===== src/rtl/parking_duration_tracker.sv =====
// Multi-slot parking stay-time engine.
// A prescaled free-running time base stamps each slot on entry. On exit, the
// elapsed time (now - stamp, modulo 2^TIME_W) is reported one clock later.
// A sticky per-slot flag records stays that reached a full time-base period.
module parking_duration_tracker #(
   parameter int unsigned TIME_W   = 8,
   parameter int unsigned SLOTS    = 4,
   parameter int unsigned SLOT_W   = 2,
   parameter int unsigned TICK_DIV = 1,
   parameter bit          SATURATE = 1'b0
) (
   input  logic              i_clk,
   input  logic              i_reset,
   input  logic              i_enter_valid,
   input  logic [SLOT_W-1:0] i_enter_slot,
   input  logic              i_exit_valid,
   input  logic [SLOT_W-1:0] i_exit_slot,
   output logic [TIME_W-1:0] o_now_time,
   output logic [SLOTS-1:0]  o_occupied,
   output logic              o_dur_valid,
   output logic [SLOT_W-1:0] o_dur_slot,
   output logic [TIME_W-1:0] o_dur_time,
   output logic              o_dur_wrap,
   output logic              o_err
);

   localparam int unsigned PRE_W = (TICK_DIV > 1) ? $clog2(TICK_DIV) : 1;

   logic [PRE_W-1:0]  r_presc;
   logic [TIME_W-1:0] r_now;
   logic [TIME_W-1:0] r_stamp [SLOTS];
   logic [SLOTS-1:0]  r_wrap;
   logic [SLOTS-1:0]  r_occ;
   logic              r_dur_valid;
   logic [SLOT_W-1:0] r_dur_slot;
   logic [TIME_W-1:0] r_dur_time;
   logic              r_dur_wrap;
   logic              r_err;

   logic              w_tick;
   logic [TIME_W-1:0] w_now_inc;
   logic              w_enter_range;
   logic              w_exit_range;
   logic              w_exit_ok;
   logic              w_same_slot;
   logic              w_enter_ok;
   logic              w_err;
   logic [TIME_W-1:0] w_raw;
   logic [TIME_W-1:0] w_dur;

   assign w_tick    = (r_presc == PRE_W'(TICK_DIV - 1));
   assign w_now_inc = r_now + TIME_W'(1);

   assign w_enter_range = (32'(i_enter_slot) < SLOTS);
   assign w_exit_range  = (32'(i_exit_slot) < SLOTS);

   assign w_exit_ok   = i_exit_valid & w_exit_range & r_occ[i_exit_slot];
   // Entering a slot that is being vacated on the same edge is a legal re-stamp.
   assign w_same_slot = w_exit_ok & (i_enter_slot == i_exit_slot);
   assign w_enter_ok  = i_enter_valid & w_enter_range & (~r_occ[i_enter_slot] | w_same_slot);
   assign w_err       = (i_enter_valid & ~w_enter_ok) | (i_exit_valid & ~w_exit_ok);

   assign w_raw = r_now - r_stamp[i_exit_slot];
   assign w_dur = (SATURATE && r_wrap[i_exit_slot]) ? '1 : w_raw;

   // Time base: prescaler and now counter.
   always_ff @(posedge i_clk) begin
      if (i_reset) begin
         r_presc <= '0;
         r_now   <= '0;
      end else if (w_tick) begin
         r_presc <= '0;
         r_now   <= w_now_inc;
      end else begin
         r_presc <= r_presc + PRE_W'(1);
      end
   end

   // Slot state: occupancy, entry stamps and sticky wrap flags.
   always_ff @(posedge i_clk) begin
      if (i_reset) begin
         r_occ  <= '0;
         r_wrap <= '0;
         for (int i = 0; i < SLOTS; i++) begin
            r_stamp[i] <= '0;
         end
      end else begin
         // A full period has elapsed when the counter is about to return to the stamp.
         for (int i = 0; i < SLOTS; i++) begin
            if (w_tick && r_occ[i] && (w_now_inc == r_stamp[i])) begin
               r_wrap[i] <= 1'b1;
            end
         end
         if (w_exit_ok) begin
            r_occ[i_exit_slot] <= 1'b0;
         end
         // Placed after the exit update so a same-slot re-entry keeps the slot occupied.
         if (w_enter_ok) begin
            r_stamp[i_enter_slot] <= r_now;
            r_occ[i_enter_slot]   <= 1'b1;
            r_wrap[i_enter_slot]  <= 1'b0;
         end
      end
   end

   // Registered duration report and error pulse; dur fields hold when idle.
   always_ff @(posedge i_clk) begin
      if (i_reset) begin
         r_dur_valid <= 1'b0;
         r_dur_slot  <= '0;
         r_dur_time  <= '0;
         r_dur_wrap  <= 1'b0;
         r_err       <= 1'b0;
      end else begin
         r_dur_valid <= w_exit_ok;
         r_err       <= w_err;
         if (w_exit_ok) begin
            r_dur_slot <= i_exit_slot;
            r_dur_time <= w_dur;
            r_dur_wrap <= r_wrap[i_exit_slot];
         end
      end
   end

   assign o_now_time  = r_now;
   assign o_occupied  = r_occ;
   assign o_dur_valid = r_dur_valid;
   assign o_dur_slot  = r_dur_slot;
   assign o_dur_time  = r_dur_time;
   assign o_dur_wrap  = r_dur_wrap;
   assign o_err       = r_err;

endmodule

===== config.mk =====
export PLATFORM = sky130hd
export DESIGN_NAME = parking_duration_tracker
export DESIGN_NICKNAME = d
export VERILOG_FILES = /design/src/rtl/parking_duration_tracker.sv
export SDC_FILE = /design/constraint.sdc
export NUM_CORES = 1
export LEC_CHECK = 0
export BUFFER_PORTS_ARGS = -buffer_cell sky130_fd_sc_hd__buf_4
export CORE_AREA = 2 2 102 104
export DETAILED_ROUTE_END_ITERATION = 8
export DIE_AREA = 0 0 104 106
export PLACE_DENSITY = 0.67
export RECOVER_POWER = 100
export REMOVE_ABC_BUFFERS = 1
export SLEW_MARGIN = 20
export SYNTH_ARGS = -nofsm -noshare
export SYNTH_HDL_FRONTEND = slang
export SYNTH_SLANG_ARGS = --single-unit

===== constraint.sdc =====
create_clock -name i_clk -period 4.8 [get_ports i_clk]
set_clock_uncertainty 0.15 [all_clocks]
set_input_delay 0.24 -clock i_clk [delete_from_list [all_inputs] [get_ports i_clk]]
set_output_delay 0.24 -clock i_clk [all_outputs]
set_load 0.005 [all_outputs]

# Word level (Yosys, flattened, before mapping)
# Memory sizes are Yosys's and may differ from the RTL's.
# Cells that the tools add are included.
# word_totals
ff_bits	30
ram_bits	32
inputBits	8
out_inout_bits	25
word_cells	80
n_memories	1
# op_classes
n_addsub	3
order_cmp	4
eq_ne	5
muxes	30
bitwise	16
n_reduce_logical	12
# mem_list
name	words	word_bits	read_ports	rd_ports_with_merged_regs	write_ports	line	source
r_stamp	4	8	5	0	4	31	logic [TIME_W-1:0] r_stamp [SLOTS];
# op_table
op	count
$eq 8x8->1	4
$mux 1	19
$mux 4	4
$logic_and 1x1->1	10
$add 8x1->8 const B	1
$and 4x4->4	2
$mux 8	1
$not 4->4	2
$reduce_or 8->1	1
$sub 8x8->8	1
$bmux 1 s2	3
$lt 2x3->1 const B	2
$and 1x1->1	5
$demux 1 s2	2
$ge 2x1->1 const B	2
$not 1->1	4
$or 4x4->4	1
$eq 2x2->1	1
$mux 2	1
$or 1x1->1	2
$reduce_or 2->1	1
$add 1x1->1 const B	1

# Logic depth before layout (Yosys ltp)
# logic_depth
ltp_word	11
ltp_mapped	11
depth_no_buf	9

# Least setup slack after synthesis
# OpenSTA, ideal clock, no wires.
# synth_path
kind	input port to flip-flop
start	in i_exit_slot[0]
end	reg r_dur_time[6], in the netlist o_dur_time[6]
setup_ns	0.117
arrival_ns	2.876
t_required_ns	4.533
path_slack_ns	1.658
stages	11
path_buffers	2
cell_sequence	clkbuf_1 > clkbuf_1 > mux4_2 > ha_1 > fa_1 > nor2b_1 > o21ai_0 > nand2b_1 > a31oi_1 > xnor2_1 > a22o_1
# synth_via
elab_chain_len	3
word_cells_on_any_way	5
classes_between	1 x add/sub; 2 x mux; 1 x bitwise; 1 x memory
# synth_rtl
element	line	source
start: declaration	17	input logic [SLOT_W-1:0] i_exit_slot,
branches (longest 3 deep; another with $mem_v2 4x8)	-	
end signal: assignment	119	r_dur_time <= w_dur;
end: declaration	36	logic [TIME_W-1:0] r_dur_time;
# Parallel ways; which one is timed is not known. The select of a mux whose other input is x is not followed.
# A chain may end at the register's enable or synchronous reset.

# Worst setup path in the final report
# layout_path
start	reg r_now[0], in the netlist o_now_time[0]
end	reg r_wrap[2]
# layout_via
elab_chain_len	7
# layout_rtl
element	line	source
start: declaration	30	logic [TIME_W-1:0] r_now;
start signal: assignment	73	r_now <= w_now_inc;
$add 8x1->8 (*)	52	assign w_now_inc = r_now + TIME_W'(1);
$eq 8x8->1 (*)	90	if (w_tick && r_occ[i] && (w_now_inc == r_stamp[i])) begin
$logic_and 1x1->1 (*)	90	
$mux 1 (*)	90	
$mux 1 (*)	81	if (i_reset) begin
$and 4x4->4 (no line)	-	
$mux 4 (*)	98	if (w_enter_ok) begin
end signal: assignment	83	r_wrap <= '0;
end signal: indexed assignment	91	r_wrap[i] <= 1'b1;
end signal: indexed assignment	101	r_wrap[i_enter_slot] <= 1'b0;
end: declaration	32	logic [SLOTS-1:0] r_wrap;
# Every way passes the cells marked *; elsewhere a longest branch is shown, timed or not. The select of a mux whose other input is x is not followed.

==> results.ini <==
[clock_tree]
hold_buffers=0
cts_buffers=9
clock_sinks=62
cts_resized=0
clock-root-buffer=clkbuf_8
cts_tree=yes
clock_latency_ns=0.36
htree_levels=3
cts_buffer_depth=2
cts_setup_buffers=0
clk_pin_slew_ns=0.08

[layout]
layout_commonest_cell=nor2_1
instances_no_fill=564
syn_to_final_growth_pct=12.5
layout.nets=440
drive_gt1_frac=0.145
layout_common_cells=37 x nor2_1, 32 x edfxtp_1, 30 x dfxtp_1, 25 x xnor2_1, 25 x and3_1
diodes=0

[pwr]
switchingPower_w=0.000347
netSwitchingFraction=0.271
power_density_nw_per_um2=293
p_leak_nw=1.73
irDropWorstVdd_mv=0.101
clkPwrFrac=0.391
intPower_w=0.000935
seqPwrFrac=0.475
pwr-share-comb=0.134

[drt]
routed_wl_um=10400
vias=3299
drc=0
antenna_left=0
drt_pre_antenna_iters=5
drt-initial-drc-count=273
via_per_inst=5.85
routedWlPerCell_um=18.5

[synth]
synth_area_um2=3890
yosysTopAreaCell=edfxtp_1
ys_warn_count=0
postSynth.asyncResetShare=0
synth.area.top_cells=edfxtp_1 25%, dfxtp_1 15%, mux4_2 6.4%
netlist_instances=409
synth-seq-cells=62
synth_ff_type=edfxtp_1
syn_area_per_cell_um2=9.52
synth_edf_count=32
synth.distinct_cells=57
synth_top_area_share=0.247
yosysSeqAreaShare=0.401

[grt]
grt_pass1_wl_um=16600
grt_start_max_net_pins=31
grt_pass1_vias=3111
grt-ovfl-total=0
track_usage=0.195
antenna_found_initial=0

[timing]
finalHoldViolCount=0
max_freq_ghz=0.312
finalCritPeriodShare=0.668
min_period_ns=3.21
rsz0062_at_grt=no
finalSetupTns_ns=0
setup_viol=0
slew_headroom=0.352
drv_slew=0
tightest_slew_ns=0.971

[placement]
port_buffers=32
place_congestion=0.965
post-dp-hpwl_um=7170
dp_cells=548

[floorplanning]
dieArea_um2=11000
core_region_area_um2=10000
ios=33
die_w_um=104
start_util=0.389
rows=37
die_h_um=106

[run]
max_cap_violations=0

[worst_setup_path]
startpoint_type=flop
worstPathMaxFanout=14
crit_type=reg -> reg
endpoint_kind=flop
arrival_ns=3.34
required_ns=4.93

[run_status]
status=complete, no violations

[min_path]
worstHoldPathType=in -> reg

area by class of cell:
cell class / instances / area [um2]
multi-input cells: 303 / 2130
clock inverters: 3 / 21.3
flip-flops and latches: 62 / 1560
inverters: 13 / 48.8
repair buffers: 34 / 248
fillers: 989 / 5620
well taps: 136 / 170
clock buffers: 13 / 201
worst max-delay path, stage by stage (launching register included):
cell	delay [ns]
dfxtp_1	0.66
ha_1	0.61
nand4_1	0.25
nor4_1	0.40
a21oi_2	0.05
or4_1	0.39
or4_1	0.47
a21oi_1	0.15
per-stage QoR:
stage,total power (W),utilization,hold slack (ns),area [um2],setup WS [ns]
after global placement,0.000788,0.416,0.305,4160,1.72
final,0.00128,0.438,0.0269,4380,1.59
after CTS,0.00129,0.439,0.0108,4390,1.61
after floorplan,0.000722,-,0.159,3740,1.96
after detailed placement,0.000791,0.416,0.316,4160,1.65
after global routing,0.00133,0.438,0.0298,4380,1.36
metal layers:
layer,part of all wire,GRT usage
met1,0.43,0.259
met2,0.47,0.311
met3,0.068,0.0368
met4,0.029,0.0888
met5,0,0
cells by family (layout without fill, tap and decap cells):
family          Yosys count  after routing  synth area share
xor+xnor                 41             41            0.0922
buf+inv                  44             63            0.0524
flops                    62             62             0.401
other cells               1              1          0.000963
mux                      18             18            0.0816
simple gates            158            158             0.217
fa+ha+maj                 9              9            0.0308
compound gates           76             76             0.124
synth_stat cells, drive strengths merged (3+ instances only):
library cell  number
a211oi             3
a21o               3
a21oi             17
a221oi             3
a31oi              6
and2              11
and3              25
buf                7
clkbuf            23
dfxtp             30
edfxtp            32
ha                 8
inv               13
mux2i              7
mux4              11
nand2             22
nand2b             9
nand3              8
nand4b             3
nor2              37
nor2b              9
nor3              11
nor3b              4
nor4               5
o21ai             22
o22ai              5
or3                4
or4                4
xnor2             25
xor2              16
registers in the layout, indices dropped and copies added, names as in the netlist:
signal       flops
r_presc          1
o_dur_time       8
o_now_time       8
o_dur_wrap       1
o_dur_valid      1
r_wrap           4
o_err            1
o_dur_slot       2
o_occupied       4
r_stamp         32
path summary, 6_finish.rpt:
check | startpoint | cells past startpoint | end | slack (ns)
setup reg to reg | o_now_time[0] | 7 | r_wrap[2] | 1.59
setup / recovery | o_now_time[0] | 7 | r_wrap[2] | 1.59
hold reg to reg | r_wrap[2] | 2 | r_wrap[2] | 0.32
hold / removal | i_exit_valid | 3 | o_err | 0.03
power groups by stage:
| stage | clock [W] | sequential (W) | combinational [W] |
|---|---|---|---|
| 3_3_place_gp | 0 | 0.000619 | 0.000170 |
| 5_1_grt | 0.000528 | 0.000612 | 0.000189 |
| 4_1_cts | 0.000508 | 0.000608 | 0.000173 |
| 3_5_place_dp | 0 | 0.000620 | 0.000171 |
| 6_report | 0.000502 | 0.000609 | 0.000172 |
| 2_1_floorplan | 0 | 0.000611 | 0.000111 |
(Power assumes the default switching activity.)
